`src/rtl/fetch_if_id_stage.sv`:
```
// Fetch stage and IF/ID pipeline register for the 16-bit Thumb pipeline.
// Issues the fetch PC to a synchronous instruction memory (1-cycle read
// latency) and delivers instruction/PC/valid to decode. A single skid entry
// catches the fetch that is in flight when decode freezes, so every fetched
// instruction reaches decode exactly once. A taken branch from EXE flushes
// everything and redirects.
//
//   state  | meaning
//   -------+------------------------------------------------------------
//   FILL   | after reset or flush; no fetched data in flight yet
//   STREAM | fetches flowing, IF/ID loaded from memory each cycle
//   HOLD   | stalled with the in-flight instruction parked in the skid
module fetch_if_id_stage #(
  parameter int                  PC_WIDTH    = 32,
  parameter int                  INSTR_WIDTH = 16,
  parameter logic [PC_WIDTH-1:0] RESET_PC    = '0,
  parameter int                  PC_STEP     = 2,
  parameter int                  CNT_WIDTH   = 16
) (
  input  logic                   clk_i,
  input  logic                   rst_i,
  input  logic                   stall_pipeline_i,
  input  logic                   branch_taken_EXE_i,
  input  logic [PC_WIDTH-1:0]    branch_target_EXE_i,
  input  logic [INSTR_WIDTH-1:0] imem_rdata_i,
  output logic [PC_WIDTH-1:0]    imem_addr_o,
  output logic                   imem_en_o,
  output logic [INSTR_WIDTH-1:0] instr_DECODE_o,
  output logic [PC_WIDTH-1:0]    pc_DECODE_o,
  output logic                   valid_DECODE_o,
  output logic [CNT_WIDTH-1:0]   stall_cycles_o
);

  localparam logic STALL_PIPELINE = 1'b1;

  typedef enum logic [1:0] {FILL, STREAM, HOLD} state_t;

  state_t                 state;
  logic [PC_WIDTH-1:0]    fetch_pc;
  logic                   resp_valid;
  logic [PC_WIDTH-1:0]    resp_pc;
  logic                   hold_valid;
  logic [INSTR_WIDTH-1:0] hold_instr;
  logic [PC_WIDTH-1:0]    hold_pc;
  logic                   stall;

  assign stall = (stall_pipeline_i == STALL_PIPELINE);

  // A fetch is issued only in an advancing cycle; the address is always fetch_pc.
  assign imem_addr_o = fetch_pc;
  assign imem_en_o   = !rst_i && !branch_taken_EXE_i && !stall;

  // Fetch sequencing, skid capture and IF/ID register; priority reset > branch > stall > advance.
  always_ff @(posedge clk_i) begin
    if (rst_i) begin
      state          <= FILL;
      fetch_pc       <= RESET_PC;
      resp_valid     <= 1'b0;
      resp_pc        <= '0;
      hold_valid     <= 1'b0;
      hold_instr     <= '0;
      hold_pc        <= '0;
      instr_DECODE_o <= '0;
      pc_DECODE_o    <= '0;
      valid_DECODE_o <= 1'b0;
      stall_cycles_o <= '0;
    end else if (branch_taken_EXE_i) begin
      // Thumb targets are halfword aligned, so bit 0 is dropped.
      fetch_pc       <= branch_target_EXE_i & ~PC_WIDTH'(1);
      resp_valid     <= 1'b0;
      hold_valid     <= 1'b0;
      valid_DECODE_o <= 1'b0;
      state          <= FILL;
    end else if (stall) begin
      // Only the first stall cycle sees resp_valid; later ones keep the skid as is.
      if (resp_valid) begin
        hold_instr <= imem_rdata_i;
        hold_pc    <= resp_pc;
        hold_valid <= 1'b1;
        state      <= HOLD;
      end else begin
        state      <= state;
      end
      resp_valid <= 1'b0;
      if (stall_cycles_o != '1)
        stall_cycles_o <= stall_cycles_o + CNT_WIDTH'(1);
    end else begin
      fetch_pc   <= fetch_pc + PC_WIDTH'(PC_STEP);
      resp_pc    <= fetch_pc;
      resp_valid <= 1'b1;
      state      <= STREAM;
      if (hold_valid) begin
        instr_DECODE_o <= hold_instr;
        pc_DECODE_o    <= hold_pc;
        valid_DECODE_o <= 1'b1;
        hold_valid     <= 1'b0;
      end else begin
        instr_DECODE_o <= imem_rdata_i;
        pc_DECODE_o    <= resp_pc;
        valid_DECODE_o <= resp_valid;
      end
    end
  end

endmodule

```
`config.mk`:
```
export PLATFORM = sky130hd
export DESIGN_NAME = fetch_if_id_stage
export DESIGN_NICKNAME = d
export VERILOG_FILES = /design/src/rtl/fetch_if_id_stage.sv
export SDC_FILE = /design/constraint.sdc
export NUM_CORES = 1
export LEC_CHECK = 0
export CAP_MARGIN = 20
export CORE_MARGIN = 4
export CORE_UTILIZATION = 45
export DETAILED_ROUTE_END_ITERATION = 16
export PLACE_DENSITY = 0.71
export SETUP_SLACK_MARGIN = 0.3
export SYNTH_ARGS = -nofsm -noshare
export SYNTH_HDL_FRONTEND = slang
export SYNTH_SLANG_ARGS = --single-unit
export TNS_END_PERCENT = 100
```
`constraint.sdc`:
```
create_clock -name clk_i -period 4.3 [get_ports clk_i]
set_input_delay 0.86 -clock clk_i [delete_from_list [all_inputs] [get_ports clk_i]]
set_output_delay 0.86 -clock clk_i [all_outputs]
set_load 0.01 [all_outputs]
```
==> impl_metrics.ini <==
[min_path]
holdCritPathClass = reg -> reg
min-delay-start = hold_pc[21]$_SDFFE_PP0P_

[detailed_routing]
wl_um = 19420
routed_wire_length_per_instance_um = 15.43
drt_iter0_markers = 436
post-route-drc-count = 0
drt_first_pass_iters = 5
viasPerCell = 5.392
vias = 6789
ant_nets = 0

[clock_tree]
h-tree-depth = 4
cts_hold_buf = 0
cts.path.max_buffers = 2
cts_tree = built
clkTransAtPathRegs_ns = 0.06
cts_buffers = 17
clock_latency_ns = 0.42
clkSinkCount = 175
cts_resized = 0
cts-root-buf = clkbuf_16
cts_setup_buffers = 0

[timing]
max_slew.worst_pin.slew_ns = 1.059
final.setup.tns_ns = 0
hold_slack_ns = 0.4512
relSlewSlack_pct = 29.41
fmax_mhz = 295.7
hold_violations = 0
rsz0062_at_grt = false
min_period_ns = 3.381
slew_viol_final = 0
final.setup_skew_ns = 0.008065
fin_crit_sh_pct = 78.64
setup_viol = 0

[synth]
async_flop_share_pct = 0
synth_top_family_by_area = simple AND/OR/NAND/NOR gates
netlist_top_cells_area = dfxtp_1 (45%), nand2_1 (9.1%), mux2i_1 (6.4%), a21oi_1 (6.3%), a211oi_1 (5.5%)
yosys.area.top_type = dfxtp_1
synth_seq_cells = 175
yosys_warnings = 0
post_synth_num_cell_types = 59
post_synth.cell_area_avg_sq_um = 8.378
ys_seq_area_share_pct = 45.11
netlist_area_sq_mm = 0.007766
yosys.area_share.simple_pct = 24.07
synth_ff_type = dfxtp_1
synth_top_area_share_pct = 45.11
synth_compound_area_share_pct = 16.43
syn_inst = 927
synth_mux_area_share_pct = 8.039
synth_edf_count = 0
yosys.area_share.xor_xnor_pct = 1.128
synth_fa_ha_area_share_pct = 0.3222

[critical_path]
startpoint = stall_pipeline_i
worstPathRequired_ns = 3.44
arrival_ns = 2.52
path_delay_family = buffers and inverters
startpoint_type = input pin
crit_type = in -> out
crit_top_cell = clkdlybuf4s50_1
cp_slowest_cell = clkdlybuf4s50_1
slowest_delay_ns = 0.61
timing.critical_path.buf_inv = 2
crit_fanout = 8
r2r-start = imem_addr_o[3]$_SDFFE_PP0N_
critPathCaptureType = primary output
reg2reg_slack_ns = 1.99
crit_chain = clkdlybuf4s50_1 > or2_2 > nor2_2 > clkdlybuf4s50_1

[power_and_ir_drop]
ir_worst_vdd_v = 0.0002856
sw_frac_of_total_pct = 23.00
pwr_density_cell_mw_per_mm2 = 379.3
p_sw_mw = 0.8634
combPwrFrac_pct = 9.8
p_int_mw = 2.890
seq_power_share_pct = 46.6
p_clk_share_pct = 43.6
p_leak_nw = 3.216

[global_routing]
grt_pass1_vias = 6200
antenna_found_initial = 0
grt_pass1_wl_um = 32170
grtUsageTotal_pct = 19.74
gr-total-overflow = 0
grt_max_degree = 126

[die]
dieHeight_um = 139.4
core_area_sq_mm = 0.01676
start_util_pct = 46.34
ios = 150
dieArea_sq_mm = 0.01942
die_width_um = 139.4
row_count = 47

[final_layout]
fin_area_sq_mm = 0.009894
nFillCells = 1513
final_common_cell = nand2_1
antenna_cells = 0
stdcell_count = 1259
most-common-layout-cells = nand2_1 (189), dfxtp_1 (174), clkdlybuf4s50_1 (145), a21oi_1 (98), nor2_1 (87)
fin_util_pct = 59.04
layout-drive-gt1-share_pct = 5.967
areaGrowthSynthToFinish_pct = 27.40
finalNetCount = 1081

[run_status]
status = finished, final reports clean

[placed_design]
routabilityCongestion = 0.7933
portBuffers = 146
placed_cells = 1227
placed_area_sq_mm = 0.009236
dp_hpwl_um = 12760

[job]
drv_cap = 0
-- cells by family after synthesis --
logic type                 count (synthesis)
and+or+nand+nor                          396
AOI/OAI and AO/OA                        201
DFF                                      175
buffers and inverters                     81
muxes                                     61
xor gates and xnor gates                  10
adders and majority gates                  2
other                                      1
-- cell usage after synthesis, types with 4 or more instances --
library cell	count
nand2_1	189
dfxtp_1	175
a21oi_1	98
nor2_1	88
a211oi_1	57
mux2i_1	50
clkbuf_1	48
nand3_1	19
nor2b_1	16
nand4_1	15
mux2_2	11
a311oi_1	10
buf_1	10
buf_2	10
o31ai_1	10
or3_1	10
and4_1	9
or4_1	9
xnor2_1	7
inv_1	6
nor4_1	6
o21ai_0	6
a31oi_1	5
nand3b_1	5
nor3_1	5
and2_1	4
o211ai_1	4
-- area by class of cell --
| cell class | instances | area (sq um) | area share, % |
|---|---|---|---|
| Tap cell | 220 | 275.3 | 2.782 |
| Sequential cell | 175 | 3505 | 35.42 |
| Clock buffer | 22 | 474.2 | 4.793 |
| Inverter | 6 | 22.52 | 0.2276 |
| Multi-Input combinational cell | 672 | 3899 | 39.40 |
| Timing Repair Buffer | 155 | 1563 | 15.79 |
| Clock inverter | 9 | 156.4 | 1.581 |
-- worst paths after layout --
check,cells past startpoint,end
max,4,imem_en_o
min reg2reg,2,hold_pc[21]$_SDFFE_PP0P_
min,2,hold_pc[21]$_SDFFE_PP0P_
max reg2reg,4,imem_addr_o[26]$_SDFFE_PP0N_
-- stage by stage --
stage               setup WS (ns)  total power, mW
detailed placement         0.9441            2.151
finish                     0.9186            3.753
global route               0.8668            3.892
floorplan                   1.770            1.959
CTS                        0.9310            3.786
global placement           0.9655            2.148
-- power groups by stage --
stage,Combinational [mW],Clock (mW),Sequential (mW)
floorplan,0.175,0,1.78
global placement,0.363,0,1.78
detailed placement,0.366,0,1.78
CTS,0.368,1.67,1.75
global route,0.403,1.73,1.76
finish,0.368,1.64,1.75
-- registers in the layout, summed over array words and instances (netlist names), 16 cells and up --
signal	count
pc_DECODE_o	31
stall_cycles_o	16
resp_pc	31
imem_addr_o	31
instr_DECODE_o	16
hold_instr	16
hold_pc	31
-- worst reg2reg max path, stage by stage, from the launching register on --
cell and delay [ns]:
dfxtp_1 0.48, and4_1 0.42, nand3_1 0.45, o41a_1 0.52, a2111oi_1 0.31
-- layer usage --
metal / global-route usage [%] / vias to the layer above / share of wire [%]
li1: - / 3480 / -
met1: 29.84 / 3105 / 50
met2: 28.60 / 188 / 44
met3: 3.808 / 16 / 5.0
met4: 5.561 / 0 / 1.2
met5: 0 / - / 0
No activity file was read; power rests on OpenSTA's default activity.
==> RTL change 1 (same flow settings) <==
The localparam `STALL_PIPELINE` goes from 1'b1 to 1'b0.
--- a/src/rtl/fetch_if_id_stage.sv
+++ b/src/rtl/fetch_if_id_stage.sv
@@ -31,7 +31,7 @@
   output logic [CNT_WIDTH-1:0]   stall_cycles_o
 );
 
-  localparam logic STALL_PIPELINE = 1'b1;
+  localparam logic STALL_PIPELINE = 1'b0;
 
   typedef enum logic [1:0] {FILL, STREAM, HOLD} state_t;
 
Formal check against the unedited RTL: not equivalent (a bounded check fails within 4 cycles, from zero or initial values and one cycle with rst_i high).
==> RTL change 1 against the unedited design <==
Combinational power is 4% lower. Cell area is 1.6% lower. Critical path depth stayed put. Power hardly changed. Maximum frequency is 8.0% higher. Non-clock buffer count stayed put. Cell count is 1.6% lower. First-iteration DRC count is 20% higher. Routed wire length is 1.0% higher. Area after synthesis is 1.7% lower. Sequential cell count stayed put. Setup slack better by 0.25 ns. Clock skew is 0.00051 ns higher.
==> RTL change 1: results (changes against the unedited design) <==
length in cells of the worst reg-to-reg path 5 (+1); layout cells sized above 1 0.05692 (-0.002754); status completed; crit path max fanout 5 (-3); GRT Total Usage 0.1981 (+0.0006160); Worst Path Arrival 2.27 ns (-0.25 ns); RR Startpoint imem_addr_o[1]; Leak 3.175 nW (-1.3%); largest net degree at the start of global routing 103 (-18%); Total Nets Final 1060 (-1.9%); Met3 Wirelength 948 um (-2.1%); WHS Endpoint hold_pc[1]; die area 19110 sq um (-1.6%); Synth top cells by count nand2_1 (182), dfxtp_1 (175), a21oi_1 (99), nor2_1 (81), a211oi_1 (57); Post-DP Area 9105 sq um (-1.4%); met2 routed WL 8.689 mm (+2.8%); WHS 0.4534 ns (+0.002234 ns); count of cell types in the netlist 55 (-6.8%); Post-Route M1 WL 9.542 mm (-2.3%); HPWL Detailed 12.95 mm (+1.5%); fillcell total 1519 (+0.40%); final clock skew 0.008577 ns (+0.0005123 ns); vias in the first global route 6072 (-2.1%); R2R Path End imem_addr_o[29]; M2 GR Usage 0.2960 (+0.009987); R2R setup slack 2.07 ns (+0.08 ns); routability congestion estimate 0.8676 (+9.4%); Iter 0 DRT Violations 522 (+20%); register area share after synthesis 0.4589 (+0.007762); GR Util met1 0.2875 (-0.01092); Area contributors post-synth dfxtp_1 (46%), nand2_1 (8.9%), a21oi_1 (6.5%); Max transition margin 0.3275 (+0.03341); WL final 19.63 mm (+1.0%); global-route wire length before repair 31.59 mm (-1.8%); hold path start hold_pc[1]; vias per cell 5.415 (+0.42%)
==> RTL change 1: cell type report <==
| cell class | count | area share |
|---|---|---|
| sequential | 175 | 0.3599 |
| clock buffer | 23 | 0.04909 |
| inverter | 8 | 0.003084 |
| multi-input combinational | 649 | 0.3858 |
| tap | 220 | 0.02827 |
| timing repair buffer | 155 | 0.1581 |
| clock inverter | 9 | 0.01581 |
==> RTL change 1: power breakdown <==
part	internal [mW]	switching (mW)
combinational	0.182	0.172
sequential	1.68	0.0688
clock	1.02	0.627
total	2.88	0.868
==> RTL change 1: how the worst max path moves through the flow <==
stage / from / endpoint / slack (ns)
after floorplan: branch_taken_EXE_i / imem_en_o / 1.68
after global placement: branch_taken_EXE_i / imem_addr_o[21] / 1.12
after detailed placement: stall_pipeline_i / imem_addr_o[21] / 1.11
after CTS: branch_taken_EXE_i / imem_en_o / 1.15
after global routing: branch_taken_EXE_i / imem_en_o / 1.14
final: branch_taken_EXE_i / imem_en_o / 1.17
==> RTL change 1: per-stage QoR <==
step	setup WS [ns]	instances	utilization
6_report	1.170	1239	0.5871
5_1_grt	1.142	1239	0.5871
4_1_cts	1.151	1239	0.5871
3_5_place_dp	1.115	1207	0.5490
3_3_place_gp	1.119	1207	0.5490
2_1_floorplan	1.680	904	-
==> RTL change 1: cell families after synthesis <==
kind of cell	count (synthesis)	synth area share
xor gates and xnor gates	11	0.01262
other	1	0.0004912
buffers and inverters	80	0.05080
muxes	54	0.07162
DFF	175	0.4589
AOI/OAI and AO/OA	202	0.1686
adders and majority gates	2	0.003277
and+or+nand+nor	378	0.2337
==> RTL change 1: critical path, cell delays in order <==
cell             delay, ns
clkdlybuf4s50_1       0.48
nand2b_1              0.21
nor2_1                0.10
clkdlybuf4s50_1       0.62
==> RTL change 2 (config.mk and constraints unchanged) <==
Without the edit above. Register the input `branch_target_EXE_i` before use, without a reset. The logic sees it one clock later. The other inputs are not delayed to match.
--- a/src/rtl/fetch_if_id_stage.sv
+++ b/src/rtl/fetch_if_id_stage.sv
@@ -35,6 +35,12 @@
 
   typedef enum logic [1:0] {FILL, STREAM, HOLD} state_t;
 
+  logic [PC_WIDTH-1:0] branch_target_EXE_q;
+
+  always_ff @(posedge clk_i) begin
+    branch_target_EXE_q <= branch_target_EXE_i;
+  end
+
   state_t                 state;
   logic [PC_WIDTH-1:0]    fetch_pc;
   logic                   resp_valid;
@@ -66,7 +72,7 @@
       stall_cycles_o <= '0;
     end else if (branch_taken_EXE_i) begin
       // Thumb targets are halfword aligned, so bit 0 is dropped.
-      fetch_pc       <= branch_target_EXE_i & ~PC_WIDTH'(1);
+      fetch_pc       <= branch_target_EXE_q & ~PC_WIDTH'(1);
       resp_valid     <= 1'b0;
       hold_valid     <= 1'b0;
       valid_DECODE_o <= 1'b0;
Function: changed (a bounded check fails within 4 cycles, from zero or initial values and one cycle with rst_i high).
==> RTL change 2 against the unedited design <==
First-iteration DRC count up 36%. Setup slack worse by 0.083 ns. Synthesized cell count up 1.8%. Highest routed layer unchanged. Sequential cell count up 31. Die area up 4.9%. Cell area up 5.9%. Utilization up 0.69 points. Area after synthesis up 5.2%. Routed wire length up 6.7%. Sequential share of layout area up 4.0 points. Combinational power down 2%. Power up 15%.
==> RTL change 2: results (changes against the unedited design) <==
crit path max fanout 4 (-4); RR Startpoint imem_addr_o[3]; Reg area 4125 sq um (+18%); global-route wire length before repair 33.33 mm (+3.6%); layout cells sized above 1 0.05728 (-0.002396); GRT Total Usage 0.1966 (-0.0008202); htree depth 1 (-3); Root Buffer clkbuf_16; register area share after synthesis 0.5050 (+0.05388); CTS buffer count 22 (+5); Iter 0 DRT Violations 591 (+36%); CTS Buffer Depth 3 (+1); Area contributors post-synth dfxtp_1 (50%), nand2_1 (9.0%), mux2i_1 (6.0%); internal power 3.335 mW (+15%); dpl cells 1251 (+2.0%); vias in the first global route 6329 (+2.1%); fillcell total 1567 (+3.6%); worst vdd ir 0.3509 mV (+23%); Total Nets Final 1105 (+2.2%); largest net degree at the start of global routing 114 (-9.5%); HPWL Detailed 13.88 mm (+8.8%); Synth top cells by count dfxtp_1 (206), nand2_1 (195), a21oi_1 (93), nor2_1 (79), a211oi_1 (54); Post-DP Area 9709 sq um (+5.1%); worst slack, placed 0.8671 ns (-0.07705 ns); vias per cell 5.461 (+1.3%); Post-Syn Area per Cell 8.651 sq um (+3.3%); Routed wire per std cell 16.06 um (+4.1%); ys flop type dfxtp_1; Worst Path Arrival 2.60 ns (+0.08 ns); actual slew at the worst max-slew pin 0.9426 ns (-0.1162 ns); Leak 3.402 nW (+5.8%); Antenna Cells 0 (unchanged); DR vias 7045 (+3.8%); hold path start branch_target_EXE_q[1]; clock latency on the worst-skew pair 0.49 ns (+0.07 ns); count of cell types in the netlist 52 (-12%); ys async rst share 0 (unchanged); routability congestion estimate 0.9134 (+15%); final clock skew 0.007159 ns (-0.0009056 ns); status completed
RTL change 2: metal layers:
metal,GRT usage,up-vias,part of all wire
li1,-,3576,-
met1,0.2959,3192,0.48
met2,0.2915,246,0.44
met3,0.03717,31,0.067
met4,0.04702,0,0.019
met5,0,-,0
RTL change 2: area by class of cell:
cell class | instances | share of cell area
clock inverter | 7 | 0.008721
clock buffer | 31 | 0.06164
tap | 225 | 0.02688
sequential | 206 | 0.3939
inverter | 6 | 0.002150
multi-input combinational | 660 | 0.3575
timing repair buffer | 155 | 0.1492
RTL change 2: tightest hold or removal path: cells and delay by family (launching register included):
family	cells	cell delay, ns
flops	1	0.29
simple gates	1	0.05
compound gates	1	0.05
RTL change 2: power by group through the flow:
stage                     sequential, mW  clock [mW]  combinational (mW)
final                               2.06        1.90               0.359
after global routing                2.07        2.02               0.393
after CTS                           2.06        1.93               0.360
after detailed placement            2.10           0               0.357
after global placement              2.10           0               0.354
after floorplan                     2.10           0               0.159
RTL change 2: final timing paths:
| kind | to | slack [ns] | depth (start not counted) |
|---|---|---|---|
| min | imem_addr_o[1] | 0.44 | 2 |
| max | imem_en_o | 0.84 | 4 |
| max reg2reg | imem_addr_o[22] | 1.63 | 4 |
| min reg2reg | imem_addr_o[1] | 0.44 | 2 |
RTL change 2: kinds of logic (layout without fill, tap and decap cells):
kind of cell | count (synthesis) | count (layout) | share of synthesized area
simple gates | 387 | 387 | 0.2173
mux | 53 | 53 | 0.06557
other cells | 1 | 2 | 0.0004592
buf+inv | 79 | 199 | 0.03830
fa+ha+maj | 2 | 2 | 0.003064
compound gates | 210 | 210 | 0.1639
xor+xnor | 6 | 6 | 0.006435
flops | 206 | 206 | 0.5050
